===== src/rtl/conv_pkg.sv =====
// Shared types and constants for the convolution feeder.
package conv_pkg;

    // Rows and columns of the convolution kernel.
    localparam int unsigned KERNEL_DIM = 3;

    typedef enum logic [3:0] {
        StIdle,
        StFetch,
        StIssue,
        StGuard,
        StWaitRdy,
        StFlush,
        StCfIssue,
        StCf0,
        StCf1,
        StCf2,
        StDone
    } feeder_state_e;

    // Request raised in StIssue; PkNewRow doubles as the controller's S0 load.
    typedef enum logic {
        PkSample,
        PkNewRow
    } pulse_kind_e;

endpackage


===== src/rtl/conv_coeff_shadow.sv =====
// Coefficient shadow, transfer snapshot, pending flag and coeff_data column mux.
module conv_coeff_shadow
    import conv_pkg::*;
#(
    parameter int unsigned DATA_W = 8
) (
    input  logic                                     clk_i,
    input  logic                                     n_rst_i,
    input  logic                                     coeff_wr_i,
    input  logic [KERNEL_DIM*KERNEL_DIM*DATA_W-1:0] coeff_in_i,
    input  logic                                     snap_en_i,
    input  logic                                     col_en_i,
    input  logic [1:0]                               col_sel_i,
    output logic [KERNEL_DIM*DATA_W-1:0]             coeff_data_o,
    output logic                                     pending_o
);

    localparam int unsigned ColW    = KERNEL_DIM * DATA_W;
    localparam int unsigned KernelW = KERNEL_DIM * ColW;

    logic [KernelW-1:0] shadow_q, shadow_d;
    logic [KernelW-1:0] snapshot_q, snapshot_d;
    logic               pending_q, pending_d;

    // State registers.
    always_ff @(posedge clk_i or negedge n_rst_i) begin
        if (!n_rst_i) begin
            shadow_q   <= '0;
            snapshot_q <= '0;
            pending_q  <= 1'b0;
        end else begin
            shadow_q   <= shadow_d;
            snapshot_q <= snapshot_d;
            pending_q  <= pending_d;
        end
    end

    // A host write in the snapshot cycle wins, so a late update stays pending.
    always_comb begin
        shadow_d   = shadow_q;
        snapshot_d = snapshot_q;
        pending_d  = pending_q;
        if (snap_en_i) begin
            snapshot_d = shadow_q;
            pending_d  = 1'b0;
        end
        if (coeff_wr_i) begin
            shadow_d  = coeff_in_i;
            pending_d = 1'b1;
        end
    end

    // Column mux from the snapshot; zero outside the transfer cycles.
    always_comb begin
        coeff_data_o = '0;
        if (col_en_i) begin
            unique case (col_sel_i)
                2'd0:    coeff_data_o = snapshot_q[ColW-1:0];
                2'd1:    coeff_data_o = snapshot_q[2*ColW-1:ColW];
                2'd2:    coeff_data_o = snapshot_q[3*ColW-1:2*ColW];
                default: coeff_data_o = '0;
            endcase
        end
    end

    assign pending_o = pending_q;

endmodule


===== src/rtl/conv_feeder.sv =====
// Request sequencer feeding image columns and kernel updates to the conv controller.
module conv_feeder
    import conv_pkg::*;
#(
    parameter int unsigned IMG_W  = 8,
    parameter int unsigned IMG_H  = 8,
    parameter int unsigned DATA_W = 8,
    parameter int unsigned ADDR_W = 16
) (
    input  logic                                     clk_i,
    input  logic                                     n_rst_i,
    input  logic                                     start_i,
    input  logic                                     coeff_wr_i,
    input  logic [KERNEL_DIM*KERNEL_DIM*DATA_W-1:0] coeff_in_i,
    input  logic                                     modwait_i,
    output logic                                     mem_rd_en_o,
    output logic [ADDR_W-1:0]                        mem_addr_o,
    input  logic [KERNEL_DIM*DATA_W-1:0]             mem_rdata_i,
    output logic                                     sample_load_en_o,
    output logic                                     new_row_o,
    output logic                                     coeff_load_en_o,
    output logic [KERNEL_DIM*DATA_W-1:0]             sample_data_o,
    output logic [KERNEL_DIM*DATA_W-1:0]             coeff_data_o,
    output logic                                     busy_o,
    output logic                                     done_o
);

    localparam int unsigned ColCntW = $clog2(IMG_W);
    localparam int unsigned RowCntW = (IMG_H > 3) ? $clog2(IMG_H - 2) : 1;

    feeder_state_e                  state_q, state_d;
    logic [ADDR_W-1:0]              addr_q, addr_d;
    logic [ColCntW-1:0]             col_q, col_d;
    logic [RowCntW-1:0]             row_q, row_d;
    logic [KERNEL_DIM*DATA_W-1:0]   sample_data_q, sample_data_d;

    pulse_kind_e pulse_kind;
    logic        last_col;
    logic        last_row;
    logic        snap_en;
    logic        cf_col_en;
    logic [1:0]  cf_col_sel;
    logic        pending;

    conv_coeff_shadow #(
        .DATA_W (DATA_W)
    ) u_coeff_shadow (
        .clk_i        (clk_i),
        .n_rst_i      (n_rst_i),
        .coeff_wr_i   (coeff_wr_i),
        .coeff_in_i   (coeff_in_i),
        .snap_en_i    (snap_en),
        .col_en_i     (cf_col_en),
        .col_sel_i    (cf_col_sel),
        .coeff_data_o (coeff_data_o),
        .pending_o    (pending)
    );

    // State, counters and the held sample column.
    always_ff @(posedge clk_i or negedge n_rst_i) begin
        if (!n_rst_i) begin
            state_q       <= StIdle;
            addr_q        <= '0;
            col_q         <= '0;
            row_q         <= '0;
            sample_data_q <= '0;
        end else begin
            state_q       <= state_d;
            addr_q        <= addr_d;
            col_q         <= col_d;
            row_q         <= row_d;
            sample_data_q <= sample_data_d;
        end
    end

    // Next state, counter advance and request strobes.
    always_comb begin
        state_d          = state_q;
        addr_d           = addr_q;
        col_d            = col_q;
        row_d            = row_q;
        sample_data_d    = sample_data_q;
        mem_rd_en_o      = 1'b0;
        sample_load_en_o = 1'b0;
        new_row_o        = 1'b0;
        coeff_load_en_o  = 1'b0;
        done_o           = 1'b0;
        snap_en          = 1'b0;
        cf_col_en        = 1'b0;
        cf_col_sel       = 2'd0;

        last_col   = (col_q == ColCntW'(IMG_W - 1));
        last_row   = (row_q == RowCntW'(IMG_H - 3));
        pulse_kind = ((col_q == '0) && (row_q != '0)) ? PkNewRow : PkSample;

        unique case (state_q)
            StIdle: begin
                if (start_i) begin
                    state_d = StFetch;
                    addr_d  = '0;
                    col_d   = '0;
                    row_d   = '0;
                end
            end
            StFetch: begin
                mem_rd_en_o = 1'b1;
                state_d     = StIssue;
            end
            StIssue: begin
                if (pulse_kind == PkNewRow) begin
                    new_row_o = 1'b1;
                end else begin
                    sample_load_en_o = 1'b1;
                end
                sample_data_d = mem_rdata_i;
                state_d       = StGuard;
            end
            // Controller may not have raised modwait yet; skip one cycle.
            StGuard: begin
                state_d = StWaitRdy;
            end
            StWaitRdy: begin
                if (!modwait_i) begin
                    if (last_col && last_row) begin
                        state_d = pending ? StCfIssue : StFlush;
                    end else begin
                        state_d = StFetch;
                        addr_d  = addr_q + ADDR_W'(1);
                        if (last_col) begin
                            col_d = '0;
                            row_d = row_q + RowCntW'(1);
                        end else begin
                            col_d = col_q + ColCntW'(1);
                        end
                    end
                end
            end
            // Both strobes together send the controller back to idle.
            StFlush: begin
                new_row_o        = 1'b1;
                sample_load_en_o = 1'b1;
                state_d          = StDone;
            end
            StCfIssue: begin
                coeff_load_en_o = 1'b1;
                snap_en         = 1'b1;
                state_d         = StCf0;
            end
            StCf0: begin
                cf_col_en  = 1'b1;
                cf_col_sel = 2'd0;
                state_d    = StCf1;
            end
            StCf1: begin
                cf_col_en  = 1'b1;
                cf_col_sel = 2'd1;
                state_d    = StCf2;
            end
            StCf2: begin
                cf_col_en  = 1'b1;
                cf_col_sel = 2'd2;
                state_d    = StDone;
            end
            StDone: begin
                done_o  = 1'b1;
                state_d = StIdle;
            end
            default: begin
                state_d = StIdle;
            end
        endcase
    end

    assign mem_addr_o    = addr_q;
    assign sample_data_o = sample_data_q;
    assign busy_o        = (state_q != StIdle);

endmodule


===== config.mk =====
export PLATFORM = sky130hd
export DESIGN_NAME = conv_feeder
export DESIGN_NICKNAME = d
export VERILOG_FILES = /design/src/rtl/conv_pkg.sv /design/src/rtl/conv_coeff_shadow.sv /design/src/rtl/conv_feeder.sv
export SDC_FILE = /design/constraint.sdc
export NUM_CORES = 1
export LEC_CHECK = 0
export CAP_MARGIN = 15
export CORE_AREA = 2 2 158 160
export DETAILED_ROUTE_END_ITERATION = 10
export DIE_AREA = 0 0 160 162
export MAX_ROUTING_LAYER = met4
export SYNTH_ARGS = -nofsm -noshare
export SYNTH_HDL_FRONTEND = slang
export SYNTH_SLANG_ARGS = --single-unit

===== constraint.sdc =====
create_clock -name clk_i -period 1.9 [get_ports clk_i]
set_input_delay 0.285 -clock clk_i [delete_from_list [all_inputs] [get_ports clk_i]]
set_output_delay 0.285 -clock clk_i [all_outputs]
set_load 0.05 [all_outputs]

==> run metrics <==
Slew @ Worst Pin=a little over 0.5 ns; final antenna-violating net count=0; Post-Synthesis Cells=604; dpl ws=-0.192 ns; CP arrival=2.07 ns; r2r endpoint=mem_addr_o[9]; EDFF count, synth=0; CTS Buffer Depth=2; core area=~24000 um2; hold slack final=between 0.2 and 0.3 ns; status=finished, violations left; total power=about 16 mW; Distinct cells, synth=between 40 and 50; share of cells above drive strength 1=0.461; data required time of the critical path=1.62 ns; fraction of registers with async set/reset=1.00; Die Area=roughly 26000 um2; clock skew=~0.011 ns; total track usage=0.176; Pwr Density=around 1300 nW/um2; first-pass GRT wire length=34.9 mm; Mapped Area=around 8300 um2; DRC=0; antenna violations before repair=4; vias in the first global route=6351; synthesized net count=between 700 and 800; worst hold path class=primary input to async pin; Worst R2R Setup Slack=-0.24 ns; Crit Path Max Fanout=6; DR iter-0 viols=approximately 400; Port Buffers=170; Avg Vias per Cell=roughly 5.1; DR pass1 iterations=7; peak supply drop=between 0.0006 and 0.0007 V; routability cong.=between 0.8 and 0.9; Max Clock Freq=425 MHz; CTS tree=done; final core occ=0.524; violated checks=negative setup slack; IO Pins=roughly 170; Slew headroom=0.654; clk_lat worst skew=roughly 0.42 ns; cell row count=between 50 and 60; Leakage=about 5.3 nW; DR vias=6056; Starting Density=0.345; top_reg_cell synth=dfrtp_1; metal3 WL=roughly 1.5 mm; CP Class=flip-flop to output pin; DR top layer=met4; Die Ht=roughly 160 um; final WL=22.7 mm; RSZ-0062 raised after global routing=true; #FFs+latches synth=between 150 and 200; grt total ovfl=0; Worst Setup Start Kind=flip-flop; Die Wd=160 um; cells on worst reg2reg path=8; pin count of the biggest net entering global routing=75; Slew Limit Fails=0; routed length on met1=9.85 mm; Root Buffer=clkbuf_16; dpl hpwl=about 14 mm; Final Critical Period=between 2 and 2.5 ns; Area growth, synth to finish=52.1%; met2 WL=~11 mm; endpoints failing setup=roughly 120; post-route setup slack=-0.456 ns; number of H-tree levels=4; sequential area share after synthesis=0.587; Crit. End Element=output pin; Final TNS setup=-23.45 ns; maxcap violations=0; wire per inst=around 19 um; clk slew on worst S/H paths=~0.08 ns; Mean Syn Cell Area=13.8 um2; Final Hold Viols=0; nets@finish=952; Synth Warn #=0; Tcrit/Tclk final=1.24; Clock Sink Count=195; total CTS buffers=17; Reg-to-Reg Start=state_q[1]
==> repair_timing <==
item	4_1_cts	5_1_grt
buffers inserted	9	9
resized for setup	59	56
hold buffers	1	0
pin swaps	19	28
hold endpoints to repair	126	0
setup endpoints to repair	66	123
gates cloned	6	9
==> where the power goes <==
part	leakage (nW)	total, mW	switching, mW	internal (mW)
logic	2.67	7.00	3.52	3.47
clock network	0.268	3.43	1.67	1.76
registers	2.37	6.06	0.703	5.35
==> sequential cells by signal, summed over array words and instances (netlist names) <==
name                       flops
row_q                          3
mem_addr_o                    16
u_coeff_shadow.shadow_q       72
state_q                        4
u_coeff_shadow.pending_o       1
sample_data_o                 24
col_q                          3
u_coeff_shadow.snapshot_q     72
==> Yosys cell counts, drive strengths merged (8+ instances only) <==
| master | count | area share |
|---|---|---|
| clkbuf | 18 | 0.0081 |
| nand3 | 8 | 0.0048 |
| a21oi | 10 | 0.0060 |
| dfrtp | 195 | 0.59 |
| buf | 22 | 0.017 |
| nand2 | 15 | 0.0068 |
| nor2 | 32 | 0.015 |
| inv | 8 | 0.0036 |
| o21ai | 14 | 0.0084 |
| mux2 | 168 | 0.23 |
| a222oi | 24 | 0.029 |
| nand2b | 8 | 0.0060 |
==> per-stage QoR <==
step,instance area (um2),cells
after global placement,11300,1119
after CTS,12200,1164
after floorplan,8510,604
final,12600,1184
after detailed placement,11300,1119
after global routing,12600,1184
==> critical path, cell delays in order, from the launching register on <==
cell	delay [ns]
dfrtp_2	0.46
or2_4	0.26
nor2_4	0.15
buf_12	0.14
buf_12	0.12
a222oi_1	0.08
buf_4	0.16
nor2_4	0.13
buf_12	0.15
==> worst max-delay path by stage <==
stage / startpoint / end / slack, ns
after floorplan: state_q[2] / coeff_data_o[0] / -0.12
after detailed placement: start_i / mem_addr_o[7] / -0.19
after CTS: state_q[1] / coeff_data_o[8] / -0.46
after global routing: state_q[2] / coeff_data_o[12] / -0.55
final: state_q[1] / coeff_data_o[13] / -0.46
after global placement: start_i / mem_addr_o[4] / -0.14
==> cell families (layout without fill, tap and decap cells) <==
| logic type | count (synthesis) | count (layout) | synth area share |
|---|---|---|---|
| flip-flops | 195 | 195 | 0.587 |
| multiplexers | 171 | 171 | 0.231 |
| AND/OR/NAND/NOR | 108 | 108 | 0.0714 |
| AO/OA/AOI/OAI | 75 | 77 | 0.0712 |
| buffers and inverters | 48 | 298 | 0.0283 |
| adder cells (fa/ha/maj) | 7 | 7 | 0.0105 |
| other | 0 | 4 | 0 |
==> final cells by class <==
| cell class | instances | area, um2 |
|---|---|---|
| clock inverter | 13 | 121 |
| inverter | 8 | 30.0 |
| clock buffer | 18 | 439 |
| tap | 324 | 405 |
| multi-input combinational | 363 | 3630 |
| timing repair buffer | 259 | 3110 |
| fill | 2077 | 11500 |
| antenna | 4 | 10.0 |
| sequential | 195 | 4890 |
==> placed cells by master, fill, tap and decap left out, types with 8 or more instances in the layout <==
master             n
clkbuf_16         23
inv_1              8
clkdlybuf4s50_1  103
o21ai_0            8
dlygate4sd2_1     25
nand2_1           12
dfrtp_1          186
dlymetal6s2s_1     8
buf_6             14
nor2_4            25
mux2_2           168
dfrtp_2            9
a222oi_1          24
buf_12            43
buf_4             49
==> layer usage <==
layer	vias to the layer above	global-route usage
met1	3111	0.224
met4	0	0.0401
met5	-	-
met2	197	0.282
met3	13	0.0493
li1	2735	-
No activity file was read; power rests on OpenSTA's default activity.
